[src/rtl/net_pkg.sv]
`default_nettype none
// ============================================================================
//  Module      : net_pkg
//  Description : Shared definitions for the network egress path: flit
//                geometry, dest/payload field positions, arbiter state
//                encoding and a dest-field extraction helper.
//  Revision    : 1.0  initial release
// ============================================================================
package net_pkg;

    localparam int NET_FLIT_W   = 16;
    localparam int NET_DEST_W   = 6;
    localparam int NET_PAY_W    = 10;

    // Flit layout: {dest[5:0], payload[9:0]}
    localparam int NET_DEST_MSB = 15;
    localparam int NET_DEST_LSB = 10;
    localparam int NET_PAY_MSB  = 9;
    localparam int NET_PAY_LSB  = 0;

    typedef enum logic [0:0] {
        ARB_IDLE  = 1'b0,
        ARB_GRANT = 1'b1
    } arb_state_t;

    function automatic logic [NET_DEST_W-1:0] flit_dest(input logic [NET_FLIT_W-1:0] flit);
        return flit[NET_DEST_MSB:NET_DEST_LSB];
    endfunction

endpackage
`default_nettype wire

[src/rtl/rr_pick.sv]
`default_nettype none
// ============================================================================
//  Module      : rr_pick
//  Description : Combinational cyclic priority search. Returns the first
//                asserted request at or after ptr, wrapping past N-1 to 0.
//  Revision    : 1.0  initial release
//  Ports       : req      in  N   request vector
//                ptr      in  IW  search start position (must be < N)
//                gnt      out N   one-hot winner (all zero when no request)
//                idx      out IW  index of the winner
//                any_req  out 1   at least one request is asserted
// ============================================================================
module rr_pick #(
    parameter int N  = 4,
    parameter int IW = $clog2(N)
) (
    input  logic [N-1:0]  req,
    input  logic [IW-1:0] ptr,
    output logic [N-1:0]  gnt,
    output logic [IW-1:0] idx,
    output logic          any_req
);

    always_comb begin : p_pick
        int pos;
        pos     = 0;
        gnt     = '0;
        idx     = '0;
        any_req = 1'b0;
        for (int i = 0; i < N; i++) begin
            // Walk ptr, ptr+1, ... wrapping; first hit wins.
            pos = int'(ptr) + i;
            if (pos >= N) begin
                pos = pos - N;
            end
            if (!any_req && req[pos]) begin
                any_req  = 1'b1;
                gnt[pos] = 1'b1;
                idx      = IW'(pos);
            end
        end
    end

endmodule
`default_nettype wire

[src/rtl/net_tx_arbiter.sv]
`default_nettype none
// ============================================================================
//  Module      : net_tx_arbiter
//  Description : Round-robin arbiter sharing the 16-bit network egress port
//                between N_REQ requesters. Grants whole messages, bounded by
//                a burst limit and an idle timeout; drops and counts flits
//                addressed to this GPU; registered output stage to the NI.
//  Revision    : 1.0  initial release
//  Ports       : ACLK           in   clock, rising edge
//                ARESET         in   asynchronous active-high reset
//                req_valid      in   N_REQ    per-requester flit valid
//                req_data       in   16*N_REQ requester k at [16k+15:16k]
//                req_last       in   N_REQ    last flit of message
//                req_ready      out  N_REQ    flit accepted when valid&ready
//                net_data_out   out  16       flit to NI
//                net_valid_out  out  1        flit valid to NI
//                net_ready_in   in   1        NI accepts flit
//                grant_id       out  clog2(N_REQ) current/last grant
//                busy           out  1        arbiter is in GRANT
//                self_drop_cnt  out  8        saturating self-flit drop count
// ============================================================================
module net_tx_arbiter
    import net_pkg::*;
#(
    parameter int N_REQ        = 4,
    parameter int GPU_ID       = 16,
    parameter int MAX_BURST    = 4,
    parameter int IDLE_TIMEOUT = 16
) (
    input  logic                          ACLK,
    input  logic                          ARESET,
    input  logic [N_REQ-1:0]              req_valid,
    input  logic [NET_FLIT_W*N_REQ-1:0]   req_data,
    input  logic [N_REQ-1:0]              req_last,
    output logic [N_REQ-1:0]              req_ready,
    output logic [NET_FLIT_W-1:0]         net_data_out,
    output logic                          net_valid_out,
    input  logic                          net_ready_in,
    output logic [$clog2(N_REQ)-1:0]      grant_id,
    output logic                          busy,
    output logic [7:0]                    self_drop_cnt
);

    localparam int                    IDW            = $clog2(N_REQ);
    localparam logic [NET_DEST_W-1:0] c_self_id      = NET_DEST_W'(GPU_ID);
    localparam logic [4:0]            c_max_burst    = 5'(MAX_BURST);
    localparam logic [8:0]            c_idle_timeout = 9'(IDLE_TIMEOUT);

    arb_state_t              r_state;
    arb_state_t              w_state_nxt;
    logic [IDW-1:0]          r_ptr;
    logic [IDW-1:0]          r_gid;
    logic [N_REQ-1:0]        r_gnt_oh;
    logic [3:0]              r_burst;
    logic [7:0]              r_idle;
    logic [7:0]              r_drop;
    logic [NET_FLIT_W-1:0]   r_net_data;
    logic                    r_net_valid;

    logic [N_REQ-1:0]        w_pick_gnt;
    logic [IDW-1:0]          w_pick_idx;
    logic                    w_pick_any;
    logic                    w_out_free;
    logic                    w_gnt_valid;
    logic                    w_accept;
    logic                    w_self;
    logic [NET_FLIT_W-1:0]   w_flit;
    logic [4:0]              w_burst_nxt;
    logic [8:0]              w_idle_nxt;
    logic                    w_grant_end;

    rr_pick #(
        .N  (N_REQ),
        .IW (IDW)
    ) u_rr_pick (
        .req     (req_valid),
        .ptr     (r_ptr),
        .gnt     (w_pick_gnt),
        .idx     (w_pick_idx),
        .any_req (w_pick_any)
    );

    // Output slot can take a new flit if empty or draining this cycle.
    assign w_out_free  = !r_net_valid || net_ready_in;
    assign w_gnt_valid = |(req_valid & r_gnt_oh);
    assign w_accept    = |(req_valid & req_ready);
    assign w_flit      = req_data[int'(r_gid)*NET_FLIT_W +: NET_FLIT_W];
    assign w_self      = (flit_dest(w_flit) == c_self_id);
    assign w_burst_nxt = {1'b0, r_burst} + 5'd1;
    assign w_idle_nxt  = {1'b0, r_idle} + 9'd1;

    // Last flit and burst limit on the same acceptance collapse to one end.
    assign w_grant_end = (w_accept && (req_last[r_gid] || (w_burst_nxt >= c_max_burst)))
                       || ((r_state == ARB_GRANT) && !w_gnt_valid && (w_idle_nxt >= c_idle_timeout));

    always_ff @(posedge ACLK or posedge ARESET) begin
        if (ARESET) begin
            r_state <= ARB_IDLE;
        end else begin
            r_state <= w_state_nxt;
        end
    end

    always_comb begin : p_fsm_comb
        w_state_nxt = r_state;
        req_ready   = '0;
        case (r_state)
            ARB_IDLE: begin
                if (w_pick_any) begin
                    w_state_nxt = ARB_GRANT;
                end
            end
            ARB_GRANT: begin
                req_ready = r_gnt_oh & {N_REQ{w_out_free}};
                if (w_grant_end) begin
                    w_state_nxt = ARB_IDLE;
                end
            end
            default: w_state_nxt = ARB_IDLE;
        endcase
    end

    // Grant context: owner, rotation pointer, burst and idle counters.
    always_ff @(posedge ACLK or posedge ARESET) begin
        if (ARESET) begin
            r_gid    <= '0;
            r_gnt_oh <= '0;
            r_ptr    <= '0;
            r_burst  <= '0;
            r_idle   <= '0;
        end else if (r_state == ARB_IDLE) begin
            if (w_pick_any) begin
                r_gid    <= w_pick_idx;
                r_gnt_oh <= w_pick_gnt;
                r_burst  <= '0;
                r_idle   <= '0;
            end
        end else begin
            if (w_accept) begin
                r_burst <= w_burst_nxt[3:0];
                r_idle  <= '0;
            end else if (!w_gnt_valid) begin
                // Backpressured-but-valid cycles do not count as idle.
                r_idle  <= w_idle_nxt[7:0];
            end
            if (w_grant_end) begin
                r_ptr <= (r_gid == IDW'(N_REQ - 1)) ? '0 : r_gid + 1'b1;
            end
        end
    end

    // Registered NI stage; self-addressed flits never enter it.
    always_ff @(posedge ACLK or posedge ARESET) begin
        if (ARESET) begin
            r_net_data  <= '0;
            r_net_valid <= 1'b0;
        end else if (w_accept && !w_self) begin
            r_net_data  <= w_flit;
            r_net_valid <= 1'b1;
        end else if (net_ready_in) begin
            r_net_valid <= 1'b0;
        end
    end

    always_ff @(posedge ACLK or posedge ARESET) begin
        if (ARESET) begin
            r_drop <= '0;
        end else if (w_accept && w_self && (r_drop != 8'hFF)) begin
            r_drop <= r_drop + 8'd1;
        end
    end

    assign net_data_out  = r_net_data;
    assign net_valid_out = r_net_valid;
    assign grant_id      = r_gid;
    assign busy          = (r_state == ARB_GRANT);
    assign self_drop_cnt = r_drop;

endmodule
`default_nettype wire

[config.mk]
export PLATFORM = sky130hd
export DESIGN_NAME = net_tx_arbiter
export DESIGN_NICKNAME = d
export VERILOG_FILES = /design/src/rtl/net_pkg.sv /design/src/rtl/rr_pick.sv /design/src/rtl/net_tx_arbiter.sv
export SDC_FILE = /design/constraint.sdc
export NUM_CORES = 1
export LEC_CHECK = 0
export ABC_CLOCK_PERIOD_IN_PS = 3600
export CAP_MARGIN = 10
export CORE_MARGIN = 4
export CORE_UTILIZATION = 30
export DETAILED_ROUTE_END_ITERATION = 6
export PLACE_DENSITY = 0.56
export SLEW_MARGIN = 20
export SYNTH_ARGS = -nofsm -noshare
export SYNTH_HDL_FRONTEND = slang
export SYNTH_SLANG_ARGS = --single-unit
[constraint.sdc]
create_clock -name ACLK -period 3.6 [get_ports ACLK]
set_clock_uncertainty 0.1 [all_clocks]
set_input_delay 0.36 -clock ACLK [delete_from_list [all_inputs] [get_ports ACLK]]
set_output_delay 0.36 -clock ACLK [all_outputs]
set_load 0.02 [all_outputs]
## Word level (Yosys, flattened, before mapping)

Cells that the tools add are included.

- Register bits: 46
- Bits of input ports: 75
- Output and inout bits: 32
- Logic and storage cells: 130

- Add/subtract/negate cells: 11
- $lt $le $gt $ge: 15
- Equal/unequal tests: 5
- Shift operators: 1
- Multiplexer cells: 52
- Bitwise gates (word level): 7
- Reductions and logical operators: 30

Operators by type and width:

| cell | count |
|---|---|
| $ge 32x1->1 const B | 4 |
| $lt 32x4->1 const B | 4 |
| $mux 32 | 4 |
| $ge 32x4->1 const B | 3 |
| $sub 32x4->32 const B | 3 |
| $shiftx 64x7->16 | 1 |
| $mux 4 | 8 |
| $mux 8 | 4 |
| $mux 1 | 21 |
| $logic_and 1x1->1 | 13 |
| $and 4x4->4 | 3 |
| $or 4x4->4 | 3 |
| $bmux 1 s2 | 5 |
| $mux 2 | 5 |
| $add 8x1->9 const B | 1 |
| $ge 9x5->1 const B | 1 |
| $add 8x1->8 const B | 1 |
| $demux 1 s2 | 4 |
| $ne 8x8->1 const B | 1 |
| $reduce_and 2->1 | 4 |
| $reduce_or 4->1 | 2 |
| $add 2x2->3 const B | 2 |
| $eq 6x5->1 const B | 1 |
| $logic_not 1->1 | 6 |
| other kinds (14) | 17 |

## Depth between registers and ports, before layout

- Word-level depth: 17
- Mapped depth: 8
- Depth with buffers taken out: 7

## Modules after synthesis

From an unflattened synthesis, not the netlist that was laid out.

- Cell total of the unflattened synthesis: 253
- Area total of the unflattened synthesis: 2931.6 µm²

Modules (own cells, without submodules):

| module | times used | cells an instance | area an instance (µm²) | sequential area each (µm²) |
|---|---|---|---|---|
| net_tx_arbiter | 1 | 205 | 2471.1 | 1151.1 |
| rr_pick | 1 | 48 | 460.4 | 0.0 |

## Least setup slack after synthesis

Ideal clock, no wire load.

- Path type: reg-to-reg
- Start: register r_ptr[0]
- End: register r_gnt_oh[0]
- Library setup time: 83 ps
- Arrival: 2711 ps
- Required time: 3417 ps
- Slack: 706 ps
- Stages on the path, launching flop included: 9
- Path buffers: 1
- Period minus slack after synthesis: 2894 ps
- Cell sequence: dfrtp_1 buf_1 inv_1 ha_1 or3b_2 a211o_1 a221oi_1 a22oi_1 o21ai_0

- Word-level cells in the longest chain between the ends: 16
- Elaborated cells on any way between the ends: 65
- Those cells by class: add/sub (7); order compare (12); mux (32); bitwise (3); reduce/logical (11)

RTL lines:

| item | RTL line | source |
|---|---|---|
| from (decl) | net_tx_arbiter.sv:51 | `logic [IDW-1:0] r_ptr;` |
| from (signal assigned) | net_tx_arbiter.sv:147 | `r_ptr <= (r_gid == IDW'(N_REQ - 1)) ? '0 : r_gid + 1'b1;` |
| branches (longest 16 deep; another with $sub 32x4->32) | - |  |
| to (signal assigned) | net_tx_arbiter.sv:134 | `r_gnt_oh <= w_pick_gnt;` |
| to (decl) | net_tx_arbiter.sv:53 | `logic [N_REQ-1:0] r_gnt_oh;` |

Several ways; the timed one is not identified. The select of a mux whose other input is x is not followed.
A chain may end at the register's enable or synchronous reset.

## Worst setup path in the final report

- Start: register r_gid[0], in the netlist grant_id[0]
- End: register r_drop[1], in the netlist self_drop_cnt[1]

- Word-level cells in the longest chain between the ends: 4

RTL lines:

| item | RTL line | source |
|---|---|---|
| from (decl) | net_tx_arbiter.sv:52 | `logic [IDW-1:0] r_gid;` |
| from (signal assigned) | net_tx_arbiter.sv:133 | `r_gid <= w_pick_idx;` |
| $shiftx 64x7->16 | net_tx_arbiter.sv:87 | `assign w_flit = req_data[int'(r_gid)*NET_FLIT_W +: NET_FLIT_W];` |
| $eq 6x5->1 | net_tx_arbiter.sv:88 | `assign w_self = (flit_dest(w_flit) == c_self_id);` |
| $logic_and 1x1->1 (2 in a row) | net_tx_arbiter.sv:168 | `end else if (w_accept && w_self && (r_drop != 8'hFF)) begin` |
| to (signal assigned) | net_tx_arbiter.sv:169 | `r_drop <= r_drop + 8'd1;` |
| to (decl) | net_tx_arbiter.sv:56 | `logic [7:0] r_drop;` |

Every way passes these cells.

==> impl_metrics.toml <==
[power_and_ir_drop]
irDropWorstVdd_mv = 0.275
power_density_nw_per_um2 = 725
p_leak_nw = 1.70
finalPower_mw = 3.11

[yosys]
synth_area_per_cell_um2 = 11.1
syn_inst = 266
synth_top_area_share_pct = 39.0
syn_area_um2 = 2950
synth_nets = 355
yosys.cell_types.count = 49
synth_top_cell_by_area = "dfrtp_1"
synthArstFlopShare_pct = 100
ys_ff_latch = 46
seq_area_frac_synth_pct = 39.0
synth_warnings = 0
synth_edf_count = 0
synthFlopType = "dfrtp_1"
synthTopCellsByArea = "dfrtp_1, mux4_2, ha_1"

[global_routing]
met3_usage_pct = 3.55
grt-busiest-layer = "met2"
antenna_found_initial = 0
overflow = 0
met2_usage_pct = 23.9
grt_first_pass_wirelength_um = 12600
grt_pass1_vias = 2532
grt_usage_pct = 13.5
use_met1_pct = 16.5
grt_max_degree = 47

[critical_path]
slowest_delay_ns = 0.65
timing.rr.end = "self_drop_cnt[1]$_DFFE_PP0P_"
cp_data_required_time_ns = 3.69
crit_chain = "buf_4 > mux4_2 > or4_1 > nor4_4 > mux2_1"
cp.arrival_ns = 3.04
reg2reg_from = "grant_id[0]$_DFFE_PP0P_"
slowest_stage = "or4_1"
cp_max_fo = 17
reg2reg_slack_ns = 0.65
startpoint_type = "flop"
cp-end-kind = "flop"
r2r_cells = 5
crit_type = "reg -> reg"

[finish]
stdcell_count = 502
post-route-util_pct = 45.6
nNetsFinal = 461
drive_gt1_share_pct = 15.5
area_growth_pct = 45.3
antennaDiodeCount = 0

[drt]
post-route-drc-count = 0
dr.pass1.iters = 4
ant_nets = 0
avgRoutedWirePerCell_um = 15.6
via_per_inst = 5.06
drtIter0Drc = 59
vias = 2541
routed_wl_um = 7830

[placed_design]
gp_congestion = 0.781
post-dp-hpwl_um = 6030
io_buffers = 106
dpl.cell_count = 494

[timing]
finalMaxSlewViolations = 0
setup_tns_ns = 0
period_minus_slack_ns = 2.95
grt_setup_unrepaired = "no"
worst_pin_slew_ns = 0.809
timing.fmax_ghz = 0.339
finalSetupViolCount = 0
fin_crit_sh_pct = 82.0
hold_violations = 0
relSlewSlack_pct = 46.0

[hold_path]
min_to = "net_data_out[14]$_DFFE_PP0P_"
hp-class = "reg -> reg"
hold_depth = 1
hold_start = "net_data_out[14]$_DFFE_PP0P_"

[clock_tree]
cts-root-buf = "clkbuf_8"
cts_made_buffers = 5
hold_buffers = 0
clk_pin_slew_ns = 0.09
cts_tree = "done"
cts-resized-gates = 0
clock-sinks = 46
clkLatencyLatePin_ns = 0.30
cts_buffer_depth = 2
cts.htree.levels = 2
cts_setup_buffers = 0

[floorplan]
fp.dieArea_um2 = 11500
die_x_um = 107
die_h_um = 107
io_pins = 107
core.rowCount = 35
start_util_pct = 31.4
core_region_area_um2 = 9420

[run]
drv_cap = 0

[run_status]
status = "finished clean"
per-stage QoR:
step | hold WS [ns] | worst slack, ns | cell area, um2
finish | 0.396 | 0.648 | 4290
CTS | 0.395 | 0.596 | 4290
floorplan | 0.345 | 0.706 | 2950
global placement | 0.370 | 0.605 | 4180
detailed placement | 0.380 | 0.566 | 4180
global route | 0.410 | 0.425 | 4290
worst max-delay path by stage:
stage | start | end | slack [ns] | depth (start not counted)
floorplan | r_ptr[0]$_DFFE_PP0P_ | r_gnt_oh[0]$_DFFE_PP0P_ | 0.71 | 8
global placement | req_data[60] | self_drop_cnt[1]$_DFFE_PP0P_ | 0.61 | 5
detailed placement | req_data[58] | self_drop_cnt[1]$_DFFE_PP0P_ | 0.57 | 5
CTS | grant_id[0]$_DFFE_PP0P_ | self_drop_cnt[1]$_DFFE_PP0P_ | 0.60 | 5
global route | r_ptr[1]$_DFFE_PP0P_ | r_gnt_oh[2]$_DFFE_PP0P_ | 0.42 | 7
finish | grant_id[0]$_DFFE_PP0P_ | self_drop_cnt[1]$_DFFE_PP0P_ | 0.65 | 5
logic make-up after synthesis:
group           after synthesis  share of synthesized area [%]
fa+ha+maj                    14                           5.93
simple gates                 73                           12.9
flops                        46                           39.0
compound gates               64                           14.7
buf+inv                      22                           3.22
mux                          39                           21.9
xor+xnor                      8                           2.37
flip-flops by register name (all words and copies together), names as in the netlist:
register       count
r_gnt_oh           4
grant_id           2
net_valid_out      1
r_idle             8
net_data_out      16
busy               1
self_drop_cnt      8
r_burst            4
r_ptr              2
area by class of cell:
class | instances | area, um2
fill | 890 | 5120
multi-input combinational | 198 | 1710
sequential | 46 | 1150
timing repair buffer | 115 | 1130
tap | 129 | 161
clock buffer | 5 | 68.8
clock inverter | 3 | 45.0
inverter | 6 | 23.8
critical path: cells and delay by family, from the launching register on:
kind	cells	cell delay, ns
buf+inv	1	0.30
flops	1	0.36
mux	2	0.93
simple gates	2	1.16
synth_stat cells, types with 2 or more instances:
library cell and instances:
o21ai_0 25, inv_1 6, mux4_2 19, nand4_1 6
ha_1 14, nor2_1 16, and3_1 5, a211oi_1 2
o31ai_1 2, a211o_1 2, a22o_1 4, o41ai_1 2
a221oi_1 5, nand3_1 10, or2_2 3, nor4_1 3
xnor2_1 7, a31oi_1 3, a22oi_1 6, nor2b_1 3
or4_1 2, clkbuf_1 12, mux2_2 13, a21oi_1 2
o22a_1 2, nand2_1 17, nand2b_1 3, mux2i_1 6
dfrtp_1 46
layer usage:
layer / vias up / routed length, um
met5: - / 0
met1: 1248 / 3300
li1: 1222 / -
met4: 0 / 65
met3: 7 / 452
met2: 64 / 4010
power by group:
part           switching (mW)  internal (mW)
Combinational           0.892          0.939
Clock                   0.188          0.207
Sequential              0.180          0.706
Total                    1.26           1.85
cell usage in the layout (no fill, tap or decap), drive strengths merged, types with 7 or more instances in the layout:
| cell type | count |
|---|---|
| buf | 9 |
| clkdlybuf4s50 | 106 |
| dfrtp | 46 |
| ha | 14 |
| mux2 | 14 |
| mux4 | 19 |
| nand2 | 17 |
| nand3 | 10 |
| nor2 | 16 |
| o21ai | 26 |
| xnor2 | 7 |
No activity file was read; power rests on OpenSTA's default activity.
